### src/rtl/logic_exec_unit_pkg.sv
// Shared op codes and FSM state encodings for the logic
// execution unit and its ALU stage.
package logic_exec_unit_pkg;

  typedef enum logic [1:0] {
    OP_AND = 2'b00,
    OP_OR  = 2'b01,
    OP_XOR = 2'b10,
    OP_NOR = 2'b11
  } op_e;

  typedef enum logic [1:0] {
    S_IDLE = 2'b00,
    S_READ = 2'b01,
    S_EXEC = 2'b10,
    S_WB   = 2'b11
  } state_e;

endpackage

### src/rtl/logic_exec_unit_logic_32b.sv
// Bitwise logic unit: AND / OR / XOR / NOR selected by a
// 2-bit op code.
module logic_32b
  import logic_exec_unit_pkg::*;
#(
  parameter int W = 32
) (
  input  logic [1:0]   sel,
  input  logic [W-1:0] a,
  input  logic [W-1:0] b,
  output logic [W-1:0] y
);

  always_comb begin
    y = '0;
    unique case (op_e'(sel))
      OP_AND: y = a & b;
      OP_OR:  y = a | b;
      OP_XOR: y = a ^ b;
      OP_NOR: y = ~(a | b);
      default: y = '0;
    endcase
  end

endmodule

### src/rtl/logic_exec_unit.sv
// Four-phase logic execution unit: capture, read operands,
// execute, write back, with a direct register load port.
module logic_exec_unit
  import logic_exec_unit_pkg::*;
#(
  parameter int DATA_W  = 32,
  parameter int REG_CNT = 8,
  parameter int ADDR_W  = 3
) (
  input  logic              clk,
  input  logic              reset,
  input  logic              cmd_valid,
  output logic              cmd_ready,
  input  logic [1:0]        cmd_op,
  input  logic [ADDR_W-1:0] cmd_rs,
  input  logic [ADDR_W-1:0] cmd_rt,
  input  logic [ADDR_W-1:0] cmd_rd,
  input  logic              ld_en,
  input  logic [ADDR_W-1:0] ld_addr,
  input  logic [DATA_W-1:0] ld_data,
  output logic              ld_ready,
  output logic              res_valid,
  output logic [DATA_W-1:0] res_data,
  output logic [ADDR_W-1:0] res_rd
);

  state_e            state;
  logic [1:0]        op;
  logic [ADDR_W-1:0] rs;
  logic [ADDR_W-1:0] rt;
  logic [ADDR_W-1:0] rd;
  logic [DATA_W-1:0] opa;
  logic [DATA_W-1:0] opb;
  logic [DATA_W-1:0] alu_y;
  logic [DATA_W-1:0] regs [REG_CNT];

  assign cmd_ready = (state == S_IDLE);
  assign ld_ready  = (state == S_IDLE);

  logic_32b #(.W(DATA_W)) u_lu (
    .sel (op),
    .a   (opa),
    .b   (opb),
    .y   (alu_y)
  );

  always_ff @(posedge clk) begin
    if (reset) begin
      state     <= S_IDLE;
      op        <= '0;
      rs        <= '0;
      rt        <= '0;
      rd        <= '0;
      opa       <= '0;
      opb       <= '0;
      res_valid <= 1'b0;
      res_data  <= '0;
      res_rd    <= '0;
      for (int i = 0; i < REG_CNT; i++) regs[i] <= '0;
    end else begin
      res_valid <= 1'b0;
      unique case (state)
        S_IDLE: begin
          // a same-cycle load lands before READ samples regs
          if (ld_en) regs[ld_addr] <= ld_data;
          if (cmd_valid) begin
            op    <= cmd_op;
            rs    <= cmd_rs;
            rt    <= cmd_rt;
            rd    <= cmd_rd;
            state <= S_READ;
          end
        end
        S_READ: begin
          opa   <= regs[rs];
          opb   <= regs[rt];
          state <= S_EXEC;
        end
        S_EXEC: begin
          res_data  <= alu_y;
          res_rd    <= rd;
          res_valid <= 1'b1;
          state     <= S_WB;
        end
        S_WB: begin
          regs[rd] <= res_data;
          state    <= S_IDLE;
        end
        default: state <= S_IDLE;
      endcase
    end
  end

endmodule

### config.mk
export PLATFORM = sky130hd
export DESIGN_NAME = logic_exec_unit
export DESIGN_NICKNAME = d
export VERILOG_FILES = /design/src/rtl/logic_exec_unit_pkg.sv /design/src/rtl/logic_exec_unit_logic_32b.sv /design/src/rtl/logic_exec_unit.sv
export SDC_FILE = /design/constraint.sdc
export NUM_CORES = 1
export LEC_CHECK = 0
export CAP_MARGIN = 0
export CORE_MARGIN = 8
export CORE_UTILIZATION = 40
export CTS_CLUSTER_DIAMETER = 60
export DETAILED_ROUTE_END_ITERATION = 6
export PLACE_DENSITY = 0.56
export SLEW_MARGIN = 25
export SYNTH_ARGS = -nofsm -noshare
export SYNTH_HDL_FRONTEND = slang
export SYNTH_SLANG_ARGS = --single-unit
### constraint.sdc
create_clock -name clk -period 3.5 [get_ports clk]
set_input_delay 0.875 -clock clk [delete_from_list [all_inputs] [get_ports clk]]
set_output_delay 0.875 -clock clk [all_outputs]
set_load 0.02 [all_outputs]
# Yosys cells after proc, flatten, opt, wreduce, memory -nomap -nowiden
# Memories as Yosys holds them, arrays and structs flattened. A register that Yosys moved wholly into a read port is not among the register bits.
# Index checks and enable logic that the tools add are counted.
[word_totals] reg_bits=49 mem_bits_rw=256 in_bits=50 output_inout_bits=38 word_cells=44 mem_count=1
[op_classes] eq_ne=7 n_mux=19 bitwise_logic=4 reduce_logical=5
[memory_table] memory="regs" words=8 width=32 rd=2 rd_clocked_by_memory_dff=2 wr=8 line="logic_exec_unit.sv:35" rtl="logic [DATA_W-1:0] regs [REG_CNT];"
[op_table] cell="$pmux W32 S4" n=1
[op_table] cell="$mux W32" n=2
[op_table] cell="$reduce_or A32 Y1" n=2
[op_table] cell="$and A32 B32 Y32" n=1
[op_table] cell="$not A32 Y32" n=1
[op_table] cell="$or A32 B32 Y32" n=1
[op_table] cell="$xor A32 B32 Y32" n=1
[op_table] cell="$mux W1" n=12
[op_table] cell="$eq A2 B2 Y1 const B" n=4
[op_table] cell="$pmux W2 S4" n=1
[op_table] cell="$mux W3" n=2
[op_table] cell="$eq A2 B1 Y1 const B" n=2
[op_table] cell="$logic_not A2 Y1" n=2
[op_table] cell="$mux W2" n=1
[op_table] cell="$ne A2 B2 Y1 const B" n=1
[op_table] cell="$reduce_and A2 Y1" n=1

# Logic depth before layout (Yosys ltp)
[depth] depth_word=7 ltp_mapped=7

# Hierarchy
# Synthesis repeated with hierarchy kept, for this count alone.
[hier_totals] cells_unflattened=1681 area_unflattened_um2=19800.2
[modules_own_cells] module="logic_exec_unit" instances=1 cells_each=1446 area_per_inst_um2=17694.5
[modules_own_cells] module="logic_32b" instances=1 cells_each=235 area_per_inst_um2=2105.8

# Worst setup path after synthesis
# Ideal clock, no wire load.
[synth_path] path_kind="input -> register" start="in reset" end="mem regs[7][0] (enable)" setup_ps=394 arrival_time_ps=2473 slack_ps=633 stages=6 n_path_buf=2 path_cell_list="buf_2 -> nand2b_1 -> buf_2 -> mux2i_1 -> nand2_1 -> nand2b_1"
[synth_lines] item="start, declared" line="logic_exec_unit.sv:11" rtl="input logic reset,"
[synth_lines] item="end, declared" line="logic_exec_unit.sv:35"

# Worst setup path in the final report
[layout_path] start="reg state[0]" end="out ld_ready"
[layout_between] elab_chain_len=1
[layout_rtl] item="start, declared" line="logic_exec_unit.sv:27" rtl="state_e state;"
[layout_rtl] item="start signal, assigned" line="logic_exec_unit.sv:49" rtl="state <= S_IDLE;"
[layout_rtl] item="start signal, assigned" line="logic_exec_unit.sv:71" rtl="state <= S_READ;"
[layout_rtl] item="start signal, assigned" line="logic_exec_unit.sv:77" rtl="state <= S_EXEC;"
[layout_rtl] item="$logic_not A2 Y1" line="logic_exec_unit.sv:38" rtl="assign ld_ready = (state == S_IDLE);"
[layout_rtl] item="end, declared" line="logic_exec_unit.sv:21" rtl="output logic ld_ready,"
# No other way between the ends.

==> out/qor.log <==
qor: outcome.run_status finished, final reports clean
qor: cts.cts_hold_repair.buffers 0
qor: sta.fin_worst_skew 0.0153 ns
qor: drt.vias 13,700
qor: yosys.synth-async-reset-ratio 0%
qor: setup_path.setup.reg_to_reg.worst_slack 1.09 ns
qor: grt.antenna_found_initial 0
qor: yosys.syn_area_per_cell 11.4 um^2
qor: cts.clock_latency_late_sink 0.55 ns
qor: layout.post_route_standard_cell_area_excluding_fillers 22,800 um^2
qor: placed_design.port_buffers 87
qor: layout.layout.area.seq 9960 um^2
qor: power.vdd_ir_drop_max 0.000408 V
qor: power.power_leakage 8.43 nW
qor: setup_path.timing.critical_path.from_type register
qor: setup_path.worst_path_cell_with_the_longest_stage_delay clkdlybuf4s50_1
qor: hold_path.worstHoldEndpoint res_data[16]
qor: setup_path.worst_path_largest_cell_delay 0.66 ns
qor: drt.firstDrtPassIters 5
qor: setup_path.timing.rr.start state[0]
qor: setup_path.critical_path_peak_fanout 7
qor: floorplan.std_cell_rows 81
qor: grt.grt_pass1_vias 13,600
qor: layout.n_fill_cell 4,436
qor: yosys.syn-instance-count 1,720
qor: floorplan.io-pin-count 88
qor: cts.post_cts.resized_instances 0
qor: setup_path.crit_path_end_kind output pin
qor: sta.setup_repair_after_global_routing_missed_its_margin no
qor: grt.grt_start_max_net_pins 129
qor: cts.cts_inserted_buffers 43
qor: setup_path.crit_arrival 2.03 ns
qor: placed_design.place.detailed.hpwl 34.3 mm
qor: power.finalPower 0.0145 W
qor: yosys.post_synthesis_instance_area 19,700 um^2
qor: yosys.synth-edff-count 256
qor: sta.final_count_of_hold_timing_violations 0
qor: grt.grt_pass1_wl 84.2 mm
qor: floorplan.core_area 48,700 um^2
qor: setup_path.cp.required 2.62 ns
qor: layout.utilization 46.9%
qor: grt.grt_use_total 19.2%
qor: floorplan.dieHeight 238 um
qor: cts.cts_max_level 2
qor: yosys.synthesis.nets 1,839
qor: grt.grt_remaining_overflow 0
qor: floorplan.die_area 56,500 um^2
qor: drt.totalWireLength 55.7 mm
qor: setup_path.cp_num_buf_inv 2
qor: placed_design.placedInstanceArea 21,400 um^2
qor: yosys.synth_seq_area_share 50.6%
qor: hold_path.origin_of_the_worst_min_delay_path res_data[16]
qor: setup_path.cp_cell_sequence inv_1, ha_1, clkdlybuf4s50_1
qor: drt.antenna_left 0
qor: cts.cts_tree yes
qor: cts.cts.path.max_buffers 3
qor: setup_path.crit-reg2reg-capture regs[1][4]
qor: layout.post_route_cells_drive_above_1_share 14.9%
qor: setup_path.worst-setup-path-type reg -> out
qor: sta.max_freq 344 MHz
qor: cts.postCtsSetupBuffers 0
qor: layout.multi_input_comb_area 8770 um^2
qor: sta.final.setup.worst_slack 0.597 ns
qor: drt.via_density 5.49
qor: drt.drt-wirelength-per-cell 22.4 um
qor: placed_design.post_place_setup_slack 0.554 ns
qor: sta.worst_slew_margin_rel 29.3%
qor: floorplan.initial_utilization 40.4%
qor: cts.cts_num_sinks 369
qor: job.maxCapViolations 0
qor: cts.clock_pin_slew_on_the_worst_setup_and_hold_paths 0.06 ns
qor: sta.final_period_minus_worst_setup_slack 2.90 ns
qor: sta.timing.final.setup_violations 0
qor: setup_path.worst_r2r_path_depth 7
qor: drt.drc_violations 0
qor: yosys.yosysWarningCount 0
qor: cts.cts_root_buf clkbuf_16
qor: hold_path.worst_hold_class reg -> reg
qor: yosys.synthFlopType edfxtp_1
qor: sta.fin_setup_tns 0 ns
qor: drt.detail_route.iter0.violations 1,025
qor: layout.antenna_cells_inserted 0
qor: sta.tcrit_tclk_final 82.9%
qor: hold_path.min_path_cells 2
qor: layout.final_nets 1,911
qor: sta.worst-slew-pin-transition 1.06 ns
qor: yosys.yosysUniqueCellTypes 33
qor: layout.synthToLayoutAreaGrowth 16.1%
qor: sta.report.final.slew_viol_count 0
qor: floorplan.fp.dieW 238 um
qor: yosys.ys_seq_elements 369
qor: setup_path.path_delay_family buffers and inverters
qor: power.total_power_per_unit_cell_area 636 nW/um^2
qor: placed_design.routabilityCongestion 0.767
qor: layout.layout_common_cells nor2_1, edfxtp_1, mux2i_1
qor: layout.layout.cells.most_common nor2_1
Yosys cell counts, types with 44 or more instances:
master / number / share of area, %
nand2b_1: 44 / 1.4
mux2_2: 56 / 3.2
nor2_1: 326 / 6.2
edfxtp_1: 256 / 39
a221o_1: 53 / 2.7
mux2_1: 104 / 6.0
dfxtp_1: 113 / 11
ha_1: 69 / 4.4
a21oi_1: 45 / 1.1
mux2i_1: 165 / 8.4
clkbuf_1: 74 / 1.4
o22ai_1: 53 / 1.7
a211oi_2: 53 / 3.4
inv_1: 68 / 1.3
nand2_1: 68 / 1.3
kinds of logic after synthesis:
| group | Yosys count | synth area share [%] |
|---|---|---|
| XOR/XNOR | 32 | 1.42 |
| multiplexers | 325 | 17.6 |
| adder cells (fa/ha/maj) | 69 | 4.39 |
| AND/OR/NAND/NOR | 449 | 9.35 |
| AO/OA/AOI/OAI | 273 | 11.6 |
| buffers and inverters | 203 | 5.09 |
| flip-flops | 369 | 50.6 |
area by class of cell:
type,count,share of cell area (%)
clock inverters,21,1.13
flip-flops and latches,369,43.6
well taps,664,3.64
multi-input cells,1148,38.4
repair buffers,162,6.81
inverters,68,1.12
clock buffers,57,5.30
stage by stage:
stage	instances	hold WS [ns]
2_1_floorplan	1720	0.457
3_3_place_gp	2411	0.475
3_5_place_dp	2411	0.473
4_1_cts	2489	0.483
5_1_grt	2489	0.505
6_report	2489	0.480
flip-flops by register name (all words and copies together), names as in the netlist:
signal     count
res_rd         3
regs         256
res_data      32
rd             3
rt             3
rs             3
opa           32
state          2
op             2
opb           32
res_valid      1
routing by layer:
metal | global-route usage, % | share of wire, % | wire length (um)
met4 | 6.44 | 2.6 | 1430
met2 | 32.1 | 48 | 26700
met1 | 25.2 | 44 | 24500
met3 | 3.15 | 5.6 | 3110
met5 | 0 | 0 | 0
where the power goes:
group / internal [W] / total [W] / switching (W)
clock: 0.00287 / 0.00466 / 0.00179
combinational: 0.00176 / 0.00417 / 0.00241
sequential: 0.00524 / 0.00571 / 0.000469
worst min-delay path, delay by kind of cell (launching register included):
family | cells | cell delay [ns]
simple gates | 1 | 0.07
flops | 1 | 0.31
compound gates | 1 | 0.05
how the worst max path moves through the flow:
stage / startpoint / end / slack (ns) / cells after the start
2_1_floorplan: reset / regs[7][0] / 0.63 / 6
5_1_grt: state[0] / cmd_ready / 0.47 / 3
3_3_place_gp: ld_addr[0] / regs[0][9] / 0.57 / 6
4_1_cts: state[0] / cmd_ready / 0.54 / 3
3_5_place_dp: ld_addr[0] / regs[2][9] / 0.55 / 6
6_report: state[0] / ld_ready / 0.60 / 3
(Power assumes the default switching activity.)
